**src/rtl/lspc_timing_pkg.sv**
```systemverilog
// Shared LSPC raster timing constants and VMODE encoding.
// Used by the video timing block and the sprite/fix pipelines.
package lspc_timing_pkg;

    localparam logic [8:0] H_TOTAL     = 9'd384;
    localparam logic [8:0] H_ACTIVE    = 9'd320;
    localparam logic [8:0] HS_START    = 9'd336;
    localparam logic [8:0] HS_WIDTH    = 9'd28;
    localparam logic [8:0] RSTART_NTSC = 9'h0F8;
    localparam logic [8:0] RSTART_PAL  = 9'h0C8;
    localparam logic [8:0] VS_LINES    = 9'd8;
    localparam logic [8:0] V_ACT_FIRST = 9'h110;
    localparam logic [8:0] V_ACT_LAST  = 9'h1EF;
    localparam logic [8:0] RASTER_LAST = 9'h1FF;

    localparam logic VMODE_NTSC = 1'b0;
    localparam logic VMODE_PAL  = 1'b1;

    function automatic logic [8:0] frame_start(input logic pal,
                                               input logic [8:0] rstart_ntsc,
                                               input logic [8:0] rstart_pal);
        return (pal == VMODE_PAL) ? rstart_pal : rstart_ntsc;
    endfunction

endpackage

```
**src/rtl/lspc_hv_decode.sv**
```systemverilog
// Combinational sync/blank decode of the next pixel/raster counter values.
// The parent registers these so sync and blank move on the same edge as the counters.
module lspc_hv_decode
    import lspc_timing_pkg::*;
#(
    parameter logic [8:0] H_ACTIVE    = lspc_timing_pkg::H_ACTIVE,
    parameter logic [8:0] HS_START    = lspc_timing_pkg::HS_START,
    parameter logic [8:0] HS_WIDTH    = lspc_timing_pkg::HS_WIDTH,
    parameter logic [8:0] RSTART_NTSC = lspc_timing_pkg::RSTART_NTSC,
    parameter logic [8:0] RSTART_PAL  = lspc_timing_pkg::RSTART_PAL,
    parameter logic [8:0] VS_LINES    = lspc_timing_pkg::VS_LINES,
    parameter logic [8:0] V_ACT_FIRST = lspc_timing_pkg::V_ACT_FIRST,
    parameter logic [8:0] V_ACT_LAST  = lspc_timing_pkg::V_ACT_LAST
) (
    input  logic [8:0] pixelc_next,
    input  logic [8:0] rasterc_next,
    input  logic       pal_next,
    output logic       nhsync_next,
    output logic       chbl_next,
    output logic       nvsync_next,
    output logic       vblank_next
);

    localparam logic [8:0] HS_END = HS_START + HS_WIDTH;

    logic [8:0] vs_end;

    always_comb begin
        vs_end      = frame_start(pal_next, RSTART_NTSC, RSTART_PAL) + VS_LINES;
        nhsync_next = 1'b1;
        chbl_next   = 1'b0;
        nvsync_next = 1'b1;
        vblank_next = 1'b0;
        if ((pixelc_next >= HS_START) && (pixelc_next < HS_END)) begin
            nhsync_next = 1'b0;
        end
        if (pixelc_next >= H_ACTIVE) begin
            chbl_next = 1'b1;
        end
        if (rasterc_next < vs_end) begin
            nvsync_next = 1'b0;
        end
        if ((rasterc_next < V_ACT_FIRST) || (rasterc_next > V_ACT_LAST)) begin
            vblank_next = 1'b1;
        end
    end

endmodule

```
**src/rtl/lspc_video_timing.sv**
```systemverilog
// LSPC raster timing: pixel/line counters, registered sync/blank and enable-gated strobes.
// All progress is qualified by the 6 MHz pixel enable.
module lspc_video_timing
    import lspc_timing_pkg::*;
#(
    parameter logic [8:0] H_TOTAL     = lspc_timing_pkg::H_TOTAL,
    parameter logic [8:0] H_ACTIVE    = lspc_timing_pkg::H_ACTIVE,
    parameter logic [8:0] HS_START    = lspc_timing_pkg::HS_START,
    parameter logic [8:0] HS_WIDTH    = lspc_timing_pkg::HS_WIDTH,
    parameter logic [8:0] RSTART_NTSC = lspc_timing_pkg::RSTART_NTSC,
    parameter logic [8:0] RSTART_PAL  = lspc_timing_pkg::RSTART_PAL,
    parameter logic [8:0] VS_LINES    = lspc_timing_pkg::VS_LINES,
    parameter logic [8:0] V_ACT_FIRST = lspc_timing_pkg::V_ACT_FIRST,
    parameter logic [8:0] V_ACT_LAST  = lspc_timing_pkg::V_ACT_LAST
) (
    input  logic       CLK,
    input  logic       nRESETP,
    input  logic       CLK_EN_6MB,
    input  logic       VMODE,
    output logic [8:0] PIXELC,
    output logic [8:0] RASTERC,
    output logic       nHSYNC,
    output logic       nVSYNC,
    output logic       CHBL,
    output logic       VBLANK,
    output logic       nBNKB,
    output logic       LINE_EN,
    output logic       FRAME_EN,
    output logic       VBL_IRQ_EN
);

    logic [8:0] pixelc_q, pixelc_d;
    logic [8:0] rasterc_q, rasterc_d;
    logic       pal_q, pal_d;
    logic       nhsync_q, chbl_q, nvsync_q, vblank_q;
    logic       nhsync_d, chbl_d, nvsync_d, vblank_d;
    logic       pixel_last, raster_last;

    assign pixel_last  = (pixelc_q == H_TOTAL - 9'd1);
    assign raster_last = (rasterc_q == RASTER_LAST);

    always_comb begin
        pixelc_d  = pixelc_q;
        rasterc_d = rasterc_q;
        pal_d     = pal_q;
        if (CLK_EN_6MB) begin
            if (pixel_last) begin
                pixelc_d = '0;
                if (raster_last) begin
                    // Mode only takes effect at the frame boundary.
                    rasterc_d = frame_start(VMODE, RSTART_NTSC, RSTART_PAL);
                    pal_d     = VMODE;
                end else begin
                    rasterc_d = rasterc_q + 9'd1;
                end
            end else begin
                pixelc_d = pixelc_q + 9'd1;
            end
        end
    end

    lspc_hv_decode #(
        .H_ACTIVE    (H_ACTIVE),
        .HS_START    (HS_START),
        .HS_WIDTH    (HS_WIDTH),
        .RSTART_NTSC (RSTART_NTSC),
        .RSTART_PAL  (RSTART_PAL),
        .VS_LINES    (VS_LINES),
        .V_ACT_FIRST (V_ACT_FIRST),
        .V_ACT_LAST  (V_ACT_LAST)
    ) u_hv_decode (
        .pixelc_next  (pixelc_d),
        .rasterc_next (rasterc_d),
        .pal_next     (pal_d),
        .nhsync_next  (nhsync_d),
        .chbl_next    (chbl_d),
        .nvsync_next  (nvsync_d),
        .vblank_next  (vblank_d)
    );

    always_ff @(posedge CLK or negedge nRESETP) begin
        if (!nRESETP) begin
            pixelc_q  <= '0;
            rasterc_q <= RSTART_NTSC;
            pal_q     <= VMODE_NTSC;
            nhsync_q  <= 1'b1;
            chbl_q    <= 1'b0;
            nvsync_q  <= 1'b0;
            vblank_q  <= 1'b1;
        end else if (CLK_EN_6MB) begin
            pixelc_q  <= pixelc_d;
            rasterc_q <= rasterc_d;
            pal_q     <= pal_d;
            nhsync_q  <= nhsync_d;
            chbl_q    <= chbl_d;
            nvsync_q  <= nvsync_d;
            vblank_q  <= vblank_d;
        end
    end

    assign PIXELC     = pixelc_q;
    assign RASTERC    = rasterc_q;
    assign nHSYNC     = nhsync_q;
    assign CHBL       = chbl_q;
    assign nVSYNC     = nvsync_q;
    assign VBLANK     = vblank_q;
    assign nBNKB      = ~(chbl_q | vblank_q);
    assign LINE_EN    = CLK_EN_6MB & pixel_last;
    assign FRAME_EN   = LINE_EN & raster_last;
    assign VBL_IRQ_EN = LINE_EN & (rasterc_q == V_ACT_LAST);

endmodule

```
**config.mk**
```make
export PLATFORM = sky130hd
export DESIGN_NAME = lspc_video_timing
export DESIGN_NICKNAME = d
export VERILOG_FILES = /design/src/rtl/lspc_timing_pkg.sv /design/src/rtl/lspc_hv_decode.sv /design/src/rtl/lspc_video_timing.sv
export SDC_FILE = /design/constraint.sdc
export NUM_CORES = 1
export LEC_CHECK = 0
export CAP_MARGIN = 40
export CORE_ASPECT_RATIO = 0.75
export CORE_MARGIN = 3
export CORE_UTILIZATION = 50
export DETAILED_ROUTE_END_ITERATION = 16
export PLACE_DENSITY = 0.78
export SYNTH_ARGS = -nofsm -noshare
export SYNTH_HDL_FRONTEND = slang
export SYNTH_SLANG_ARGS = --single-unit
```
**constraint.sdc**
```tcl
create_clock -name CLK -period 3.7 [get_ports CLK]
set_clock_uncertainty 0.1 [all_clocks]
set_input_delay 0.74 -clock CLK [delete_from_list [all_inputs] [get_ports CLK]]
set_output_delay 0.74 -clock CLK [all_outputs]
set_load 0.1 [all_outputs]
```
## Word-level counts from Yosys, hierarchy flattened

Index checks and enable logic that the tools add are counted.

| word-level totals | value |
|---|---|
| bits in registers | 23 |
| input port bits | 4 |
| output and inout bits | 26 |
| word-level logic and storage cells | 40 |

| cells by class | value |
|---|---|
| $add $sub $neg | 3 |
| magnitude comparators | 6 |
| equal/unequal tests | 3 |
| multiplexer cells | 14 |
| bitwise operators | 5 |
| reduce and logical (&&, ||, !) cells | 2 |

Operators with widths:

| cell | count |
|---|---|
| 9-bit two-way mux | 5 |
| 9-bit == test, second input constant | 3 |
| 9-bit by 1-bit adder with 9-bit output, second input constant | 2 |
| 9-bit >= comparator, second input constant | 2 |
| 9-bit < comparator, second input constant | 2 |
| 6-bit two-way mux | 2 |
| 9-bit by 4-bit adder with 9-bit output, second input constant | 1 |
| 9-bit greater-than comparator, second input constant | 1 |
| 9-bit < comparator | 1 |
| 1-bit two-way mux | 7 |
| 1-bit bitwise AND | 3 |
| 1-bit logical AND | 1 |
| 1-bit logical OR | 1 |
| 1-bit NOT | 1 |
| 1-bit OR | 1 |

## Depth between registers and ports, before layout

| depth | value |
|---|---|
| depth in word-level cells | 8 |
| gate-level depth with buffers | 15 |
| mapped depth without buffers | 14 |

## By module

A second synthesis with hierarchy kept.

| second synthesis, totals | value |
|---|---|
| cell total of the unflattened synthesis | 150 |
| area total of the unflattened synthesis | 1422.6 sq um |

Modules (own cells, without submodules):

| module | instances | cells an instance | area each (sq um) | seq. area each (sq um) |
|---|---|---|---|---|
| lspc_video_timing | 1 | 134 | 1301.2 | 584.3 |
| lspc_hv_decode | 1 | 16 | 121.4 | 0.0 |

## Least setup slack after synthesis

No wires, ideal clock.

| path | value |
|---|---|
| path kind | reg2out |
| start point | reg pixelc_q[0] (netlist: PIXELC[0]) |
| end point | out VBL_IRQ_EN |
| data arrival time | 3118 ps |
| required time | 2860 ps |
| slack | -258 ps |
| stages on the path, launching flop included | 8 |
| buffers on the path | 2 |
| path through | dfrtp_1 ha_1 nand2_2 or3_1 buf_6 clkinv_4 buf_8 and4_1 |

| on the way | value |
|---|---|
| longest elaborated chain between the ends | 3 |

Ends and longest elaborated chain:

| item | line | text |
|---|---|---|
| start, declared | lspc_video_timing.sv:32 | `logic [8:0] pixelc_q, pixelc_d;` |
| start signal, assigned | lspc_video_timing.sv:91 | `pixelc_q <= pixelc_d;` |
| 9-bit == test | lspc_video_timing.sv:39 | `assign pixel_last = (pixelc_q == H_TOTAL - 9'd1);` |
| 1-bit bitwise AND | lspc_video_timing.sv:108 | `assign LINE_EN = CLK_EN_6MB & pixel_last;` |
| named net LINE_EN | lspc_video_timing.sv:27 | `output logic LINE_EN,` |
| 1-bit bitwise AND | lspc_video_timing.sv:110 | `assign VBL_IRQ_EN = LINE_EN & (rasterc_q == V_ACT_LAST);` |
| end, declared | lspc_video_timing.sv:29 | `output logic VBL_IRQ_EN` |

The timed path passes the listed nets, and every way through them passes these cells.

## Worst setup path in the final report

| path | value |
|---|---|
| start point | in CLK_EN_6MB |
| end point | reg nvsync_q (netlist: nVSYNC) |

| on the way | value |
|---|---|
| longest elaborated chain between the ends | 5 |
| elaborated cells between the ends (all ways) | 6 |
| those cells by class | 1 x add/sub; 1 x order compare; 4 x mux |

Ends and longest elaborated chain:

| item | line | text |
|---|---|---|
| start, declared | lspc_video_timing.sv:18 | `input logic CLK_EN_6MB,` |
| 1-bit two-way mux | lspc_video_timing.sv:46 | `if (CLK_EN_6MB) begin` |
| named net pal_d | lspc_video_timing.sv:34 | `logic pal_q, pal_d;` |
| 6-bit two-way mux | lspc_timing_pkg.sv:22 | `return (pal == VMODE_PAL) ? rstart_pal : rstart_ntsc;` |
| 9-bit by 4-bit adder with 9-bit output | lspc_hv_decode.sv:29 | `vs_end = frame_start(pal_next, RSTART_NTSC, RSTART_PAL) + VS_LINES;` |
| 9-bit < comparator | lspc_hv_decode.sv:40 | `if (rasterc_next < vs_end) begin` |
| 1-bit two-way mux | lspc_hv_decode.sv:40 |  |
| end signal, assigned | lspc_video_timing.sv:96 | `nvsync_q <= nvsync_d;` |
| end, declared | lspc_video_timing.sv:35 | `logic nhsync_q, chbl_q, nvsync_q, vblank_q;` |

The timed path passes the listed nets, and every way through them passes these cells.
A chain may end at the register's enable or synchronous reset.

==> impl_metrics.json <==
{
  "status": "finished, final reports clean",
  "cts_num_sinks": 23,
  "finalCritPeriodShare_pct": 91.0,
  "ant_nets": 0,
  "critPathTopFamily": "simple AND/OR/NAND/NOR gates",
  "drv_cap": 0,
  "slew_headroom_pct": 58.6,
  "wl_per_cell_um": 15.6,
  "max_freq_ghz": 0.297,
  "initialDrtViolationCount": 84,
  "ys_seq_area_share_pct": 40.5,
  "h-tree-depth": 1,
  "netlist_instances": 156,
  "worst_path_max_delay_cell": "clkdlybuf4s50_1",
  "place_ws_ns": 0.0436,
  "regArea_um2": 587,
  "p_per_area_mw_per_mm2": 516,
  "cp-start-kind": "primary input",
  "slew_viol_final": 0,
  "hold_viol": 0,
  "boundaryPins": 30,
  "clockBufferDepth": 2,
  "place_hpwl_um": 2910,
  "insertedDiodeCount": 0,
  "cts.clk_slew.worst_paths_ns": 0.08,
  "die_h_um": 52.5,
  "initial_core_util_pct": 53.7,
  "wl_met3_um": 216,
  "nNetsFinal": 212,
  "rsz0062_at_grt": "no",
  "crit_type": "in2reg",
  "ys.warnings.count": 0,
  "first_pass_iters": 4,
  "nFillCells": 190,
  "cpPeakStageDelay_ns": 0.52,
  "crit_chain": "clkdlybuf4s50_1 > nand4_1 > or3_1 > clkinv_4 > nand2_2 > mux2_4 > inv_2 > ha_1 > a21o_1 > nand2_1 > nand3b_1 > nor4_1 > nor3_1",
  "num_rows": 16,
  "syn_area_mm2": 0.00144,
  "drive_gt1_share_pct": 30.3,
  "cts-resized-gates": 0,
  "tightest_slew_ns": 0.616,
  "synth.area.top_cells": "dfrtp_1, dfstp_2, ha_1, nand2_1, nor2_1",
  "setup_viol": 0,
  "grt_start_max_net_pins": 19,
  "p_leak_nw": 0.881,
  "peakVddDrop_v": 0.000407,
  "numCtsBuffers": 3,
  "numPortBuffers": 29,
  "grt_pass1_vias": 1321,
  "post_cts_buffers": 0,
  "avgSynthCellArea_um2": 9.24,
  "grt.total_usage_pct": 23.3,
  "clk_latency_ns": 0.27,
  "routed_via_density": 5.79,
  "worst_slack_ns": 0.332,
  "synth_top_area_share_pct": 27.8,
  "wl_met1_um": 1580,
  "design.core.area_mm2": 0.00268,
  "cts_tree": "done",
  "async_reset_ff_share_pct": 100,
  "multi_input_comb_area_um2": 772,
  "area_growth_syn_to_layout_pct": 41.1,
  "min_period_ns": 3.37,
  "yosysUniqueCellTypes": 47,
  "tns_ns": 0,
  "overflow": 0,
  "vias": 1373,
  "arrival_ns": 3.42,
  "cp_num_buf_inv": 3,
  "grt_pass1_wl_um": 6120,
  "die_w_um": 68.0,
  "top_layer": "met4",
  "hold_buffers": 0,
  "gp_congestion": 0.940,
  "synth_top_area_cell": "dfrtp_1",
  "hold_class": "reg2reg",
  "clockRootBuffer": "clkbuf_8",
  "critPathMaxFanout": 11,
  "end_kind": "register",
  "synth-seq-cells": 23,
  "required_ns": 3.75,
  "routed_wl_um": 3710,
  "antenna_found_initial": 0,
  "die_area_mm2": 0.00357,
  "dr_wl_met2_um": 1860,
  "drc": 0,
  "synthFlopType": "dfrtp_1",
  "synth_enable_flop_cells": 0,
  "synth_nets": 166
}
-- cells by family (layout without fill, tap and decap cells) --
logic type / Yosys count / after routing / synth area share (%)
AO/OA/AOI/OAI: 36 / 36 / 17.4
XOR/XNOR: 5 / 5 / 3.04
adder cells (fa/ha/maj): 6 / 6 / 5.21
buffers and inverters: 16 / 61 / 5.99
flip-flops: 23 / 23 / 40.5
multiplexers: 7 / 7 / 5.73
AND/OR/NAND/NOR: 63 / 63 / 22.0
-- cells in the mapped netlist, drive strengths merged, types with 2 or more instances --
cell and n:
a21oi 11, a31oi 2, and4 3, buf 4, dfrtp 16, dfstp 7, ha 6, inv 10
mux2 7, nand2 19, nand3 6, nand3b 2, nand4 4, nor2 18, nor3 6, o21ai 9
o22ai 2, o41ai 2, xnor2 4
-- metrics by stage --
step	hold slack, ns	util [%]	instances	cell area, µm²	power, mW
after floorplan	0.344	-	156	1450	0.688
after global placement	0.379	65.7	218	1760	0.788
after detailed placement	0.429	74.1	233	1990	0.893
after CTS	0.447	75.8	237	2030	1.05
after global routing	0.468	75.8	237	2030	1.10
final	0.434	75.8	237	2030	1.05
-- sequential cells by signal, indices dropped and copies added, names as in the netlist --
signal / flops
VBLANK: 1
pal_q: 1
nVSYNC: 1
RASTERC: 9
PIXELC: 9
CHBL: 1
nHSYNC: 1
-- power by group --
| part | total [mW] | switching, mW | internal (mW) |
|---|---|---|---|
| Combinational | 0.547 | 0.357 | 0.190 |
| Sequential | 0.344 | 0.0562 | 0.288 |
| Clock | 0.159 | 0.0833 | 0.0753 |
| Total | 1.05 | 0.497 | 0.553 |
-- area by class of cell --
type                    instances  share of cell area (%)
multi-input cells             117                    37.9
inverters                      11                    2.28
repair buffers                 46                    26.4
clock inverters                 1                   0.246
well taps                      36                    2.21
flip-flops and latches         23                    28.8
clock buffers                   3                    2.03
-- cells in the final DEF (no fill, tap or decap), types with 6 or more instances in the layout --
| cell type | count |
|---|---|
| ha_1 | 6 |
| nand2_1 | 17 |
| dfstp_2 | 7 |
| clkdlybuf4s50_1 | 17 |
| buf_8 | 15 |
| nor3_1 | 6 |
| nand3_1 | 6 |
| inv_1 | 9 |
| buf_4 | 11 |
| a21oi_1 | 7 |
| dfrtp_1 | 14 |
| nor2_1 | 17 |
| o21ai_0 | 8 |
-- worst reg2reg max path: cells and delay by family, from the launching register on --
family,cells,cell delay (ns)
AOI/OAI and AO/OA,4,0.60
adders and majority gates,3,0.97
buffers and inverters,1,0.20
DFF,1,0.43
and+or+nand+nor,6,0.90
-- path summary, 6_finish.rpt --
path / start / cells after the start / slack, ns / to
worst max-delay path: CLK_EN_6MB / 13 / 0.33 / nVSYNC
worst min register to register: pal_q / 1 / 0.43 / pal_q
worst max register to register: RASTERC[0] / 14 / 0.40 / nVSYNC
worst min-delay path: pal_q / 1 / 0.43 / pal_q
min in group asynchronous: nRESETP / 1 / 0.71 / PIXELC[7]
max in group asynchronous: nRESETP / 2 / 2.23 / VBLANK
-- layer usage --
| metal | up-vias | global-route usage, % |
|---|---|---|
| li1 | 654 | - |
| met1 | 663 | 29.2 |
| met2 | 47 | 40.2 |
| met3 | 9 | 4.94 |
| met4 | 0 | 6.93 |
| met5 | - | 0 |
(Power assumes the default switching activity.)
